--- config.mk ---
export PLATFORM = sky130hd
export DESIGN_NAME = volume_level_tracker_flat
export DESIGN_NICKNAME = d
export VERILOG_FILES = /design/src/rtl/volume_pkg.sv /design/src/rtl/volume_level_tracker_if.sv /design/src/rtl/volume_level_tracker_window_peak_detector.sv /design/src/rtl/volume_level_tracker.sv /design/src/flat_wrapper.sv
export SDC_FILE = /design/constraint.sdc
export NUM_CORES = 1
export LEC_CHECK = 0
export ABC_AREA = 1
export CORE_ASPECT_RATIO = 0.75
export CORE_MARGIN = 1.5
export CORE_UTILIZATION = 50
export DETAILED_ROUTE_END_ITERATION = 12
export GPL_TIMING_DRIVEN = 1
export HOLD_SLACK_MARGIN = 0.05
export PLACE_DENSITY = 0.74
export REMOVE_ABC_BUFFERS = 1
export SLEW_MARGIN = 30
export SYNTH_ARGS = -nofsm -noshare
export SYNTH_HDL_FRONTEND = slang
export SYNTH_SLANG_ARGS = --single-unit
--- constraint.sdc ---
create_clock -name CLK -period 4.3 [get_ports CLK]
set_input_delay 1.075 -clock CLK [delete_from_list [all_inputs] [get_ports CLK]]
set_output_delay 1.075 -clock CLK [all_outputs]
set_load 0.02 [all_outputs]
--- src/rtl/volume_pkg.sv ---
// Shared encodings, thresholds and level/band helpers for the volume level tracker
// and the downstream display control.
package volume_pkg;

  typedef enum logic [1:0] {
    LIRO_LOW  = 2'd0,
    LIRO_MID  = 2'd1,
    LIRO_HIGH = 2'd2,
    LIRO_CLIP = 2'd3
  } liro_e;

  localparam logic [3:0]  MID_LEVEL  = 4'd6;
  localparam logic [3:0]  HIGH_LEVEL = 4'd11;
  localparam logic [11:0] ADC_MAX    = 12'd4095;

  // Top four bits of the 11-bit amplitude give the 0..15 display level.
  function automatic logic [3:0] level_of(input logic [10:0] peak);
    return peak[10:7];
  endfunction

  function automatic liro_e band_of(input logic [3:0] level);
    if (level >= HIGH_LEVEL) return LIRO_HIGH;
    if (level >= MID_LEVEL)  return LIRO_MID;
    return LIRO_LOW;
  endfunction

endpackage

--- src/rtl/volume_level_tracker_if.sv ---
// Sample-in / level-out bundle between the microphone front end, the tracker and
// the seven-segment display driver.
interface volume_level_tracker_if;
    logic        sample_valid;
    logic [11:0] mic_in;
    logic [3:0]  num;
    logic [1:0]  LIRO_state;
    logic        level_valid;

    modport master (
        output sample_valid, mic_in,
        input  num, LIRO_state, level_valid
    );

    modport slave (
        input  sample_valid, mic_in,
        output num, LIRO_state, level_valid
    );
endinterface

--- src/rtl/volume_level_tracker_window_peak_detector.sv ---
// Counts accepted samples, tracks peak amplitude and clip over each window and
// presents the closing window's final peak/clip alongside a combinational close pulse.
module window_peak_detector
    import volume_pkg::*;
#(
    parameter int unsigned WINDOW_SAMPLES = 4000,
    parameter int unsigned MIC_OFFSET     = 2048
) (
    input  logic        CLK,
    input  logic        RESET,
    input  logic        sample_valid,
    input  logic [11:0] mic_in,
    output logic        close,
    output logic [10:0] final_peak,
    output logic        final_clip
);
    localparam int unsigned CntW   = $clog2(WINDOW_SAMPLES);
    localparam logic [CntW-1:0] LastCnt = CntW'(WINDOW_SAMPLES - 1);
    localparam logic [12:0] Offset = 13'(MIC_OFFSET);

    logic [CntW-1:0] count;
    logic [10:0]     peak;
    logic            clip;
    logic [12:0]     diff;
    logic [10:0]     amp;

    always_comb begin
        diff = 13'd0;
        if ({1'b0, mic_in} > Offset) diff = {1'b0, mic_in} - Offset;
        amp = (diff > 13'd2047) ? 11'd2047 : diff[10:0];
    end

    // The closing sample itself is folded into the reported window result.
    assign close      = sample_valid && (count == LastCnt);
    assign final_peak = (amp > peak) ? amp : peak;
    assign final_clip = clip | (mic_in == ADC_MAX);

    always_ff @(posedge CLK or posedge RESET) begin
        if (RESET) begin
            count <= '0;
            peak  <= '0;
            clip  <= 1'b0;
        end else if (sample_valid) begin
            if (close) begin
                count <= '0;
                peak  <= '0;
                clip  <= 1'b0;
            end else begin
                count <= count + 1'b1;
                peak  <= final_peak;
                clip  <= final_clip;
            end
        end
    end
endmodule

--- src/rtl/volume_level_tracker.sv ---
// Windowed peak volume meter: quantises each window's peak to a 0..15 level and band code.
// Optional decaying peak-hold display enabled by defining VOLUME_PEAK_HOLD_EN.
module volume_level_tracker
    import volume_pkg::*;
#(
    parameter int unsigned WINDOW_SAMPLES = 4000,
    parameter int unsigned MIC_OFFSET     = 2048,
    parameter int unsigned HOLD_WINDOWS   = 3
) (
    input logic             CLK,
    input logic             RESET,
    volume_level_tracker_if.slave bus
);
    if (WINDOW_SAMPLES < 2) begin : g_bad_window
        $error("WINDOW_SAMPLES must be at least 2");
    end
    if (HOLD_WINDOWS < 1) begin : g_bad_hold
        $error("HOLD_WINDOWS must be at least 1");
    end

    logic        close;
    logic [10:0] final_peak;
    logic        final_clip;
    logic [3:0]  level;
    logic [3:0]  shown;

    logic [3:0]  num_q;
    liro_e       state_q;
    logic        valid_q;

    window_peak_detector #(
        .WINDOW_SAMPLES (WINDOW_SAMPLES),
        .MIC_OFFSET     (MIC_OFFSET)
    ) u_detector (
        .CLK          (CLK),
        .RESET        (RESET),
        .sample_valid (bus.sample_valid),
        .mic_in       (bus.mic_in),
        .close        (close),
        .final_peak   (final_peak),
        .final_clip   (final_clip)
    );

    assign level = level_of(final_peak);

`ifdef VOLUME_PEAK_HOLD_EN
    localparam int unsigned HoldW = $clog2(HOLD_WINDOWS + 1);

    logic [3:0]       disp_q, disp_d;
    logic [HoldW-1:0] hold_q, hold_d;

    // Louder windows take over immediately; quieter ones decay one step per hold period.
    always_comb begin
        disp_d = disp_q;
        hold_d = hold_q;
        if (level >= disp_q) begin
            disp_d = level;
            hold_d = '0;
        end else if (hold_q == HoldW'(HOLD_WINDOWS - 1)) begin
            disp_d = disp_q - 1'b1;
            hold_d = '0;
        end else begin
            hold_d = hold_q + 1'b1;
        end
    end

    always_ff @(posedge CLK or posedge RESET) begin
        if (RESET) begin
            disp_q <= '0;
            hold_q <= '0;
        end else if (close) begin
            disp_q <= disp_d;
            hold_q <= hold_d;
        end
    end

    assign shown = disp_d;
`else
    assign shown = level;
`endif

    always_ff @(posedge CLK or posedge RESET) begin
        if (RESET) begin
            num_q   <= '0;
            state_q <= LIRO_LOW;
            valid_q <= 1'b0;
        end else begin
            valid_q <= close;
            if (close) begin
                num_q   <= shown;
                state_q <= final_clip ? LIRO_CLIP : band_of(shown);
            end
        end
    end

    assign bus.num         = num_q;
    assign bus.LIRO_state  = state_q;
    assign bus.level_valid = valid_q;
endmodule

--- src/flat_wrapper.sv ---
// flat-port wrapper written by rule: the top's interface ports become plain ports
module volume_level_tracker_flat import volume_pkg::*;
#(
    parameter int unsigned WINDOW_SAMPLES = 4000,
    parameter int unsigned MIC_OFFSET     = 2048,
    parameter int unsigned HOLD_WINDOWS   = 3
)
  (CLK, RESET, bus_sample_valid, bus_mic_in, bus_num, bus_LIRO_state, bus_level_valid);
  volume_level_tracker_if bus_i ();
  input logic CLK;
  input logic RESET;
  input wire logic [$bits(bus_i.sample_valid)-1:0] bus_sample_valid;
  input wire logic [$bits(bus_i.mic_in)-1:0] bus_mic_in;
  output wire logic [$bits(bus_i.num)-1:0] bus_num;
  output wire logic [$bits(bus_i.LIRO_state)-1:0] bus_LIRO_state;
  output wire logic [$bits(bus_i.level_valid)-1:0] bus_level_valid;
  assign bus_i.sample_valid = bus_sample_valid;
  assign bus_i.mic_in = bus_mic_in;
  assign bus_num = bus_i.num;
  assign bus_LIRO_state = bus_i.LIRO_state;
  assign bus_level_valid = bus_i.level_valid;
  volume_level_tracker #(.WINDOW_SAMPLES(WINDOW_SAMPLES), .MIC_OFFSET(MIC_OFFSET), .HOLD_WINDOWS(HOLD_WINDOWS)) u_core (.CLK(CLK), .RESET(RESET), .bus(bus_i));
endmodule
# Word-level counts from Yosys, hierarchy flattened
# Index checks and enable logic that the tools add are counted.
# Widths: inputs -> output; s select.
dict set report word_totals {
  regBits 31
  out_inout_bits 7
}
dict set report classes {
  addsub 2
  order_cmp 5
  n_eq_ne 2
  n_mux 16
  bitwise 1
  reduce_logical 3
}
# operator n
set ops {}
lappend ops {{$mux 11} 3}
lappend ops {{$eq 12x12->1 const B} 2}
lappend ops {{$gt 13x11->1 const B} 1}
lappend ops {{$mux 13} 1}
lappend ops {{$sub 12x12->13 const B} 1}
lappend ops {{$add 12x1->12 const B} 1}
lappend ops {{$gt 12x12->1 const B} 1}
lappend ops {{$mux 12} 1}
lappend ops {{$gt 11x11->1} 1}
lappend ops {{$mux 2} 5}
lappend ops {{$mux 1} 6}
lappend ops {{$ge 4x3->1 const B} 1}
lappend ops {{$ge 4x4->1 const B} 1}
lappend ops {{$reduce_and 2->1} 1}
lappend ops {{$reduce_bool 2->1} 1}
lappend ops {{$logic_and 1x1->1} 1}
lappend ops {{$or 1x1->1} 1}

# Depth between registers and ports, before layout
# Gate-level depths: netlist (run 1).
dict set report depth {
  word_depth 14
  mapped_depth 20
  mapped_depth_nobuf 20
}

# Hierarchy
# From an unflattened synthesis (run 1), not the netlist that was laid out.
dict set report unflattened {
  hier_cells 292
  hier_area_um2 2122.0
}
# module n_inst cells_each area_each_um2 seq_area_each_um2
set modules_own_cells {}
lappend modules_own_cells {window_peak_detector 1 260 1840.5 600.6}
lappend modules_own_cells {volume_level_tracker 1 32 281.5 175.2}

# Worst setup path after synthesis (run 1)
# Ideal clock, no wire load.
dict set report synth_timing {
  path_type {input -> register}
  from {input port bus_mic_in[10]}
  to {register u_core.state_q[0] (netlist: u_core.bus.LIRO_state[0])}
  arrival_time_ns 2.855
  required_time_ns 4.223
  slack_ns 1.368
  path_stages 20
  n_path_buf 0
  path_cell_list {nor2_1 -> nand2_1 -> nor2_1 -> nand2_1 -> nand2_1 -> inv_1 -> nand2_1 -> inv_1 -> ha_1 -> nand3b_1 -> nand2_1 -> nand2_1 -> nand3_2 -> nand2_2 -> nand2_1 -> nand2_2 -> nor2_1 -> nand2_1 -> nand3_1 -> a21oi_1}
}
dict set report synth_between {
  elab_chain_cells 13
  word_cells_on_any_way 20
}
# element line
set synth_rtl {}
lappend synth_rtl {{start: declaration} flat_wrapper.sv:13} ;# input wire logic [$bits(bus_i.mic_in)-1:0] bus_mic_in;
lappend synth_rtl {{$sub 12x12->13 / $gt 12x12->1 (equally long branches)} volume_level_tracker_window_peak_detector.sv:29} ;# if ({1'b0, mic_in} > Offset) diff = {1'b0, mic_in} - Offset;
lappend synth_rtl {{$mux 13} volume_level_tracker_window_peak_detector.sv:29}
lappend synth_rtl {{$gt 13x11->1} volume_level_tracker_window_peak_detector.sv:30} ;# amp = (diff > 13'd2047) ? 11'd2047 : diff[10:0];
lappend synth_rtl {{$mux 11} volume_level_tracker_window_peak_detector.sv:30}
lappend synth_rtl {{$gt 11x11->1} volume_level_tracker_window_peak_detector.sv:35} ;# assign final_peak = (amp > peak) ? amp : peak;
lappend synth_rtl {{$mux 11} volume_level_tracker_window_peak_detector.sv:35}
lappend synth_rtl {{$ge 4x3->1} volume_pkg.sv:23} ;# if (level >= MID_LEVEL) return LIRO_MID;
lappend synth_rtl {{$mux 1 (2 in a row)} volume_pkg.sv:23}
lappend synth_rtl {{$mux 1} volume_level_tracker.sv:89} ;# if (close) begin
lappend synth_rtl {{$mux 2} volume_pkg.sv:24} ;# return LIRO_LOW;
lappend synth_rtl {{$mux 2} volume_pkg.sv:23}
lappend synth_rtl {{$mux 2 *} volume_level_tracker.sv:91} ;# state_q <= final_clip ? LIRO_CLIP : band_of(shown);
lappend synth_rtl {{end signal: assignment} volume_level_tracker.sv:91}
lappend synth_rtl {{end: declaration} volume_level_tracker.sv:28} ;# liro_e state_q;
# Mark *: on every way between the ends. The rest lies on a longest branch, timed or not. The select of a mux whose other input is x is not followed.
# A chain may end at the register's enable or synchronous reset.

# Final worst setup path (run 1)
dict set report layout_timing {
  from {input port bus_mic_in[9]}
  to {register u_core.u_detector.peak[2]}
}
dict set report layout_between {
  elab_chain_cells 7
  word_cells_on_any_way 10
}
# element line
set layout_rtl {}
lappend layout_rtl {{$sub 12x12->13 / $gt 12x12->1 (equally long branches)} volume_level_tracker_window_peak_detector.sv:29}
lappend layout_rtl {{$mux 13 *} volume_level_tracker_window_peak_detector.sv:29}
lappend layout_rtl {{$gt 13x11->1} volume_level_tracker_window_peak_detector.sv:30}
lappend layout_rtl {{$mux 11 *} volume_level_tracker_window_peak_detector.sv:30}
lappend layout_rtl {{$gt 11x11->1} volume_level_tracker_window_peak_detector.sv:35}
lappend layout_rtl {{$reduce_bool 2->1 (no source line)} -}
lappend layout_rtl {{$reduce_and 2->1 (no source line)} -}
lappend layout_rtl {{end signal: assignment} volume_level_tracker_window_peak_detector.sv:50} ;# peak <= final_peak;
lappend layout_rtl {{end: declaration} volume_level_tracker_window_peak_detector.sv:22} ;# logic [10:0] peak;
# Marked as above.

==> results.toml, run 1 <==
[timing]
period_minus_slack_ps = 3440
rsz0062_at_grt = "false"
min_period_over_period_pct = 80.0
max_freq_mhz = 291
finClkSkew_ps = 5.05
worst_pin_slew_ps = 545
maxSlewViolCount = 0
setup_tns_ps = 0
setup_violations = 0
max_slew_margin_pct = 63.5
hold_viol_final = 0

[outcome]
status = "finished clean"

[global_route]
grt_pass1_vias = 1474
grt_max_degree = 32
track_usage_pct = 21.6
grt_overflow = 0
busiest_layer = "met1"
antenna_found_initial = 0
globalRouteMet3Util_pct = 5.57
met2_usage_pct = 29.2
use_met1_pct = 33.9
grt_pass1_wl_um = 6840

[floorplan]
ios = 22
start_util_pct = 52.0
core_um2 = 3660
fp.dieH_um = 56.4
dieArea_um2 = 4190
row_count = 19
die_w_um = 74.2

[worst_setup_path]
startpoint_type = "input pin"
cp_data_arrival_time_ps = 3580
worstPathMaxFanout = 9
critPathTopFamily = "simple AND/OR/NAND/NOR gates"
path_class = "input pin to flip-flop"
crit_path_end_kind = "flip-flop"
worst_path_most_repeated_cell = "nand2_1"
slowest_delay_ps = 470
cp.buffers_inverters = 3
cp_slowest_cell = "clkdlybuf4s50_1"
cp.required_ps = 4440
critical_path.cell_chain = "clkdlybuf4s50_1 -> nor2_1 -> nand2_1 -> nor2_1 -> nand2_1 -> nand3_1 -> inv_1 -> ha_1 -> nand2_1 -> inv_1 -> nand2_1 -> nor2_2 -> nand2_1 -> nand3_2 -> nand2_2 -> a21oi_2 -> o32ai_1"

[final_layout]
drive_gt1_share_pct = 8.06
synthToLayoutAreaGrowth_pct = 18.2
diodes = 0
fillers = 338
final_nets = 300
stdcell_area_um2 = 2250

[routing]
viasPerCell = 5.04
wl_um = 4000
drc = 0
firstDrtPassIters = 4
ant_nets = 0
routed-via-count = 1637
initialDrtViolationCount = 119
wl_per_cell_um = 12.3

[synth]
synth_edf_count = 0
synth_cells = 247
yosys.area.top_type = "dfrtp_1"
yosysSeqAreaShare_pct = 40.8
yosysWarnings = 0
ys_ff_latch = 31
synthTopCellsByArea = "dfrtp_1 41%, nand2_1 12%, inv_1 8.9%"
synth-main-ff-cell = "dfrtp_1"
netlist-cell-type-count = 33
synth_top_area_share_pct = 40.8
syn_area_um2 = 1900
synthArstFlopShare_pct = 100
avgSynthCellArea_um2 = 7.70

[placement]
dpl_cell_area_um2 = 2160
gp_congestion = 0.863
dp_hpwl_um = 3140
io_buffers = 21

[power]
p_total_mw = 1.14
power_leakage_nw = 1.15
peakVddDrop_v = 0.000356
power_density_nw_per_um2 = 507

[clocking]
cts_tree = "yes"
clkTransAtPathRegs_ps = 60
clk_path_buf_depth = 2
htreeDepth = 2
numCtsBuffers = 5
post_cts_buffers = 0
post_cts_resize_count = 0
clock-sinks = 31
cts_hold_buf = 0
cts_root_buffer = "clkbuf_8"
clock_latency_ps = 280

[run]
maxCapViolCount = 0

[worst_hold_path]
hp-class = "flip-flop to flip-flop"
-- synthesized netlist by cell type, types with 2 or more instances --
cell type and number:
nor3_1 4, o21ai_0 8, nor4_1 2, nand2_2 3
o21ai_1 2, inv_1 45, inv_2 3, xor2_1 2
nand2_1 60, nand4_1 3, a21oi_1 8, ha_1 12
nor2_1 23, nand3b_1 2, nand3_1 13, dfrtp_1 31
o22ai_1 8, o32ai_1 3
-- routing by layer --
layer / part of all wire [%] / routed length [um]
met5: 0 / 0
met4: 0.28 / 11
met3: 3.7 / 148
met2: 42 / 1660
met1: 54 / 2170
-- tightest hold or removal path, cell delays in order, from the launching register on --
cell	delay, ps
dfrtp_1	340
nand2_1	50
o21ai_0	70
-- final timing paths --
check | cells after the start | to | slack, ps | from
setup / recovery | 17 | u_core.u_detector.peak[2] | 860 | bus_mic_in[9]
hold / removal | 2 | u_core.bus.num[0] | 490 | u_core.bus.num[0]
setup reg to reg | 8 | u_core.u_detector.peak[2] | 2140 | u_core.u_detector.count[0]
hold reg to reg | 2 | u_core.bus.num[0] | 490 | u_core.bus.num[0]
max in group asynchronous | 3 | u_core.u_detector.count[7] | 2830 | RESET
min in group asynchronous | 3 | u_core.bus.num[0] | 1180 | RESET
-- layout make-up --
type	instances	area [um2]	share of cell area, %
Clock buffer	6	82.6	3.67
Clock inverter	1	5.00	0.222
Inverter	48	180	8.01
Multi-Input combinational cell	165	923	41.0
Sequential cell	31	776	34.5
Tap cell	52	65.1	2.89
Timing Repair Buffer	22	218	9.68
-- sequential cells by signal (all words and copies together), names as in the netlist --
name and count:
u_core.bus.num 4, u_core.u_detector.clip 1, u_core.bus.level_valid 1, u_core.u_detector.count 12, u_core.bus.LIRO_state 2, u_core.u_detector.peak 11
-- metrics by stage --
| step | hold WS, ps | util (%) | cells | setup slack (ps) |
|---|---|---|---|---|
| after global placement | 479 | 59.1 | 318 | 651 |
| after floorplan | 474 | - | 244 | 1370 |
| after CTS | 501 | 61.4 | 325 | 908 |
| final | 495 | 61.4 | 325 | 860 |
| after detailed placement | 482 | 59.1 | 318 | 624 |
| after global routing | 514 | 61.4 | 325 | 492 |
-- power breakdown --
part	switching, mW	internal (mW)
Combinational	0.293	0.173
Sequential	0.0619	0.383
Clock	0.105	0.125
-- layout by cell type (no fill, tap or decap), types with 2 or more instances in the layout --
cell	n
nand2_1	60
inv_1	45
dfrtp_1	31
nor2_1	23
clkdlybuf4s50_1	21
nand3_1	13
ha_1	12
a21oi_1	8
o21ai_0	8
o22ai_1	8
clkbuf_8	6
nor3_1	4
inv_2	3
nand2_2	3
nand4_1	3
o32ai_1	3
nand3b_1	2
o21ai_1	2
nor4_1	2
xor2_1	2
-- logic make-up after synthesis --
family / after synthesis / share of synthesized area (%)
AOI/OAI and AO/OA: 34 / 11.0
xor gates and xnor gates: 2 / 0.921
and+or+nand+nor: 117 / 28.7
adders and majority gates: 12 / 7.89
DFF: 31 / 40.8
buffers and inverters: 51 / 10.7
No activity file was read; power rests on OpenSTA's default activity.
==> run 2: changes to the inputs <==
==> constraint.sdc (replaced) <==
create_clock -name CLK -period 3.3 [get_ports CLK]
set_input_delay 0.825 -clock CLK [delete_from_list [all_inputs] [get_ports CLK]]
set_output_delay 0.825 -clock CLK [all_outputs]
set_load 0.02 [all_outputs]
==> run 2 against run 1 <==
  * Final area grew 8.8%
  * Die area is the same
  * Critical path depth grew 2
  * Register-to-register slack lost 850 ps
  * Total power grew 51%
  * Clock skew grew 2.4 ps
  * Non-clock buffer count grew 15
  * Critical path type unchanged
  * Highest routed layer unchanged
==> results.toml, run 2 (same netlist as run 1, synthesis figures left out) <==
[global_route]
grt_max_degree = 32
grt_pass1_vias = 1662
track_usage_pct = 22.3
antenna_found_initial = 0
grt_overflow = 0
grt_pass1_wl_um = 7160

[timing]
worst_pin_slew_ps = 452
min_period_over_period_pct = 94.0
finClkSkew_ps = 7.44
period_minus_slack_ps = 3100
setup_slack_ps = 197
maxSlewViolCount = 0
rsz0062_at_grt = "true"
max_freq_mhz = 322
hold_viol_final = 0
setup_violations = 0
setup_tns_ps = 0
whs_ps = 491
max_slew_margin_pct = 69.8

[floorplan]
fp.dieH_um = 56.4
die_w_um = 74.2
start_util_pct = 52.0
ios = 22
row_count = 19
core_um2 = 3660
dieArea_um2 = 4190

[clocking]
htreeDepth = 2
clk_path_buf_depth = 2
clock-sinks = 31
numCtsBuffers = 5
clkTransAtPathRegs_ps = 70
clock_latency_ps = 290
cts_hold_buf = 0
cts_tree = "yes"
cts_root_buffer = "clkbuf_8"

[power]
peakVddDrop_v = 0.000511
p_total_mw = 1.72
power_leakage_nw = 1.24
power_density_nw_per_um2 = 705

[final_layout]
largest_register_ffs = 12
final_common_cell = "nand2_1"
largest_register = "u_core.u_detector.count"
final_nets = 315
layout_common_cells = "58 x nand2_1, 45 x inv_1, 31 x dfrtp_1"
diodes = 0
drive_gt1_share_pct = 14.2
synthToLayoutAreaGrowth_pct = 28.6
fillers = 319
stdcell_area_um2 = 2450
multi_input_area_um2 = 963
seq_area_um2 = 776

[worst_setup_path]
startpoint_type = "input pin"
cp_data_arrival_time_ps = 3310
crit_path_end_kind = "flip-flop"
slowest_delay_ps = 420
cp_slowest_cell = "clkdlybuf4s50_1"
critPathTopFamily = "simple AND/OR/NAND/NOR gates"
path_class = "input pin to flip-flop"
worst_path_most_repeated_cell = "nand2_1"
cp.required_ps = 3510
cp.buffers_inverters = 3
critical_path.cell_chain = "clkdlybuf4s50_1 -> nor3_1 -> nand2_2 -> nand2_2 -> inv_1 -> nand2_1 -> inv_1 -> ha_1 -> nand3b_1 -> nand2_1 -> nand2_1 -> nand3_4 -> nand2_4 -> nand2_1 -> nand2_2 -> nor2_1 -> nand2_1 -> nand3_1 -> a21oi_1"
worstPathMaxFanout = 7

[placement]
dpl_worst_slack_ps = -172
dp_hpwl_um = 3240
dpl_cell_area_um2 = 2270
io_buffers = 21
gp_congestion = 0.916

[routing]
viasPerCell = 5.04
firstDrtPassIters = 4
ant_nets = 0
initialDrtViolationCount = 119
wl_um = 4170
routed-via-count = 1717
wl_per_cell_um = 12.2
drc = 0

[outcome]
status = "finished clean"

[worst_hold_path]
hp-class = "flip-flop to flip-flop"

[run]
maxCapViolCount = 0
## run 2: cell type report
type,count,area share (%)
multi-input combinational,165,39.4
sequential,31,31.7
timing repair buffer,37,13.5
inverter,48,7.36
clock buffer,6,2.97
tap,52,2.66
clock inverter,2,2.45
## run 2: stage by stage
| stage | util [%] | instances |
|---|---|---|
| 6_report | 66.8 | 341 |
| 5_1_grt | 66.8 | 341 |
| 4_1_cts | 65.8 | 341 |
| 3_5_place_dp | 62.1 | 333 |
| 2_1_floorplan | - | 244 |
| 3_3_place_gp | 62.1 | 333 |
## run 2: final timing paths
kind | startpoint | end | slack [ps] | cells after the start
max | bus_mic_in[2] | u_core.bus.LIRO_state[0] | 200 | 19
min | u_core.bus.num[1] | u_core.bus.num[1] | 490 | 2
max reg2reg | u_core.u_detector.peak[10] | u_core.u_detector.peak[4] | 1290 | 13
min reg2reg | u_core.bus.num[1] | u_core.bus.num[1] | 490 | 2
max in group asynchronous | RESET | u_core.u_detector.peak[3] | 2100 | 3
min in group asynchronous | RESET | u_core.bus.num[3] | 910 | 3
## run 2: timing repair
| item | in CTS | in global routing |
|---|---|---|
| endpoints found under the setup margin | 0 | 11 |
| buffers inserted | 0 | 0 |
| endpoints found under the hold margin | 0 | 0 |
| gates resized for setup | 0 | 8 |
## run 2: power by group
part	internal (mW)	total, mW	switching [mW]	leakage (nW)
clock	0.302	0.445	0.143	0.0654
sequential	0.499	0.579	0.0797	0.392
combinational	0.285	0.701	0.416	0.787
## run 2: metal layers
layer	part of all wire (%)	wire length, um	track usage, %
met1	52	2160	32.9
met2	42	1730	31.8
met3	5.6	234	6.64
met4	1.1	47	5.97
met5	0	0	0
## run 2: worst register-to-register path, cell delays in order, from the launching register on
cell,delay [ps]
dfrtp_1,370
inv_1,80
ha_1,290
nand2_1,50
inv_1,70
nand2_1,110
nor2_4,150
nand2_1,100
nand3_4,120
nand2_4,80
buf_4,150
inv_1,110
nand2_1,70
o22ai_1,160
==> run 3: changes to the inputs <==
--- a/config.mk
+++ b/config.mk
@@ -17,4 +17,5 @@
 export SLEW_MARGIN = 30
 export SYNTH_ARGS = -nofsm -noshare
 export SYNTH_HDL_FRONTEND = slang
+export SYNTH_HIERARCHICAL = 1
 export SYNTH_SLANG_ARGS = --single-unit
==> run 3 against run 2 <==
  * Worst hold slack got worse by 14 ps
  * Final cell count increased by 16%
  * Non-clock buffer count increased by 17
  * Critical path depth unchanged
  * Setup slack got worse by 41 ps
  * Flip-flop and latch count unchanged
  * First-iteration DRC count decreased by 6.7%
  * Largest power group unchanged
  * Critical path type unchanged
  * Total power decreased by 2.2%
==> results.toml, run 3 <==
[outcome]
status = "finished clean"

[power]
p_total_mw = 1.69
power_density_nw_per_um2 = 606
power_leakage_nw = 1.61
peakVddDrop_v = 0.000348

[floorplan]
die_w_um = 77.4
row_count = 20
fp.dieH_um = 58.8
dieArea_um2 = 4560
core_um2 = 4030
ios = 22
start_util_pct = 51.6

[worst_setup_path]
path_class = "input pin to flip-flop"
worstReg2RegStart = "u_core/u_detector/peak[10]"
cp_data_arrival_time_ps = 3310
r2r-end = "u_core/bus.LIRO_state[0]"
r2r_slack_ps = 1220
startpoint_type = "input pin"
cp.required_ps = 3470
worstPathMaxFanout = 8
worstRegToRegCells = 12
crit_path_end_kind = "flip-flop"

[timing]
worst_pin_slew_ps = 566
finClkSkew_ps = 2.83
hold_viol_final = 0
maxSlewViolCount = 0
setup_violations = 0
period_minus_slack_ps = 3140
max_slew_margin_pct = 62.2
setup_tns_ps = 0
min_period_over_period_pct = 95.3
rsz0062_at_grt = "false"
max_freq_mhz = 318
whs_ps = 477

[clocking]
clkTransAtPathRegs_ps = 60
numCtsBuffers = 5
clock_latency_ps = 280
clk_path_buf_depth = 2
htreeDepth = 2
cts_tree = "yes"
clock-sinks = 31
cts_root_buffer = "clkbuf_8"

[final_layout]
fillers = 317
layout_common_cells = "82 x nand2_1, 47 x inv_1, 32 x buf_4"
stdcell_area_um2 = 2780
largest_register_ffs = 12
synthToLayoutAreaGrowth_pct = 33.9
largest_register = "u_core/u_detector/count"
final_nets = 368
seq_area_um2 = 776
drive_gt1_share_pct = 25.1
multi_input_area_um2 = 1170
diodes = 0
final_common_cell = "nand2_1"

[routing]
firstDrtPassIters = 5
viasPerCell = 4.82
wl_per_cell_um = 11.9
initialDrtViolationCount = 111
routed-via-count = 1915
drc = 0
wl_um = 4730
ant_nets = 0

[global_route]
globalRouteMet3Util_pct = 4.34
use_met1_pct = 28.9
track_usage_pct = 20.9
busiest_layer = "met2"
grt_pass1_vias = 1691
grt_pass1_wl_um = 7460
grt_overflow = 0
grt_max_degree = 21
antenna_found_initial = 0
met2_usage_pct = 33.7

[placement]
gp_congestion = 0.849
io_buffers = 21
dp_hpwl_um = 3530
dpl_cell_area_um2 = 2540

[worst_hold_path]
hp-class = "flip-flop to flip-flop"
hold_depth = 2
min_from = "u_core/bus.num[1]"
hold_end = "u_core/bus.num[1]"

[synth]
yosysWarnings = 6
syn_area_um2 = 2080
synth_cells = 285
avgSynthCellArea_um2 = 7.29

[run]
maxCapViolCount = 0
## run 3: how the worst max path moves through the flow
stage                         startpoint                  endpoint  slack, ps  cells after the start
final                     bus_mic_in[10]  u_core/bus.LIRO_state[0]        160                     19
after global routing      bus_mic_in[10]  u_core/bus.LIRO_state[0]          7                     20
after CTS                  bus_mic_in[4]  u_core/bus.LIRO_state[1]         30                     20
after detailed placement   bus_mic_in[4]  u_core/bus.LIRO_state[1]       -250                     20
after global placement     bus_mic_in[4]  u_core/bus.LIRO_state[0]       -180                     21
after floorplan            bus_mic_in[6]  u_core/bus.LIRO_state[0]        100                     20
## run 3: report_power, final
group          internal, mW  total (mW)  switching, mW  leakage (nW)
logic                 0.370       0.836          0.466          1.18
clock network         0.148       0.282          0.134        0.0422
registers             0.491       0.569         0.0782         0.389
## run 3: stage by stage
| step | util (%) | cells | setup slack, ps |
|---|---|---|---|
| global route | 69.1 | 397 | 6.70 |
| CTS | 65.1 | 394 | 33.0 |
| detailed placement | 63.1 | 386 | -248 |
| global placement | 63.1 | 386 | -184 |
| finish | 69.1 | 397 | 156 |
| floorplan | - | 280 | 103 |
## run 3: worst max-delay path: stages
cell and delay [ps]:
clkdlybuf4s50_1 440, nor3_2 280, nand2_4 150, nand3_4 110
inv_2 50, ha_4 260, nand2_1 50, inv_1 70
nand2_2 70, nor2_4 110, nand3b_1 180, buf_6 180
nand3_2 80, and2_4 150, nand2_1 40, nand2_1 50
nand2_1 60, nand2_1 80, a21oi_1 60
## run 3: per-layer routing
| metal | share of wire (%) | routed length [um] |
|---|---|---|
| met5 | 0 | 0 |
| met4 | 0.53 | 25 |
| met3 | 3.5 | 167 |
| met2 | 45 | 2150 |
| met1 | 50 | 2390 |
## run 3: timing repair
action | in CTS | in global routing
buffers inserted | 0 | 3
setup endpoints to repair | 0 | 14
hold buffers | 0 | 0
resized for setup | 0 | 35
## run 3: final cells by class
type / instances / area share, %
clock buffer: 7 / 2.74
tap: 55 / 2.47
clock inverter: 1 / 0.180
sequential: 31 / 27.9
inverter: 53 / 7.15
multi-input combinational: 196 / 42.2
timing repair buffer: 54 / 17.4
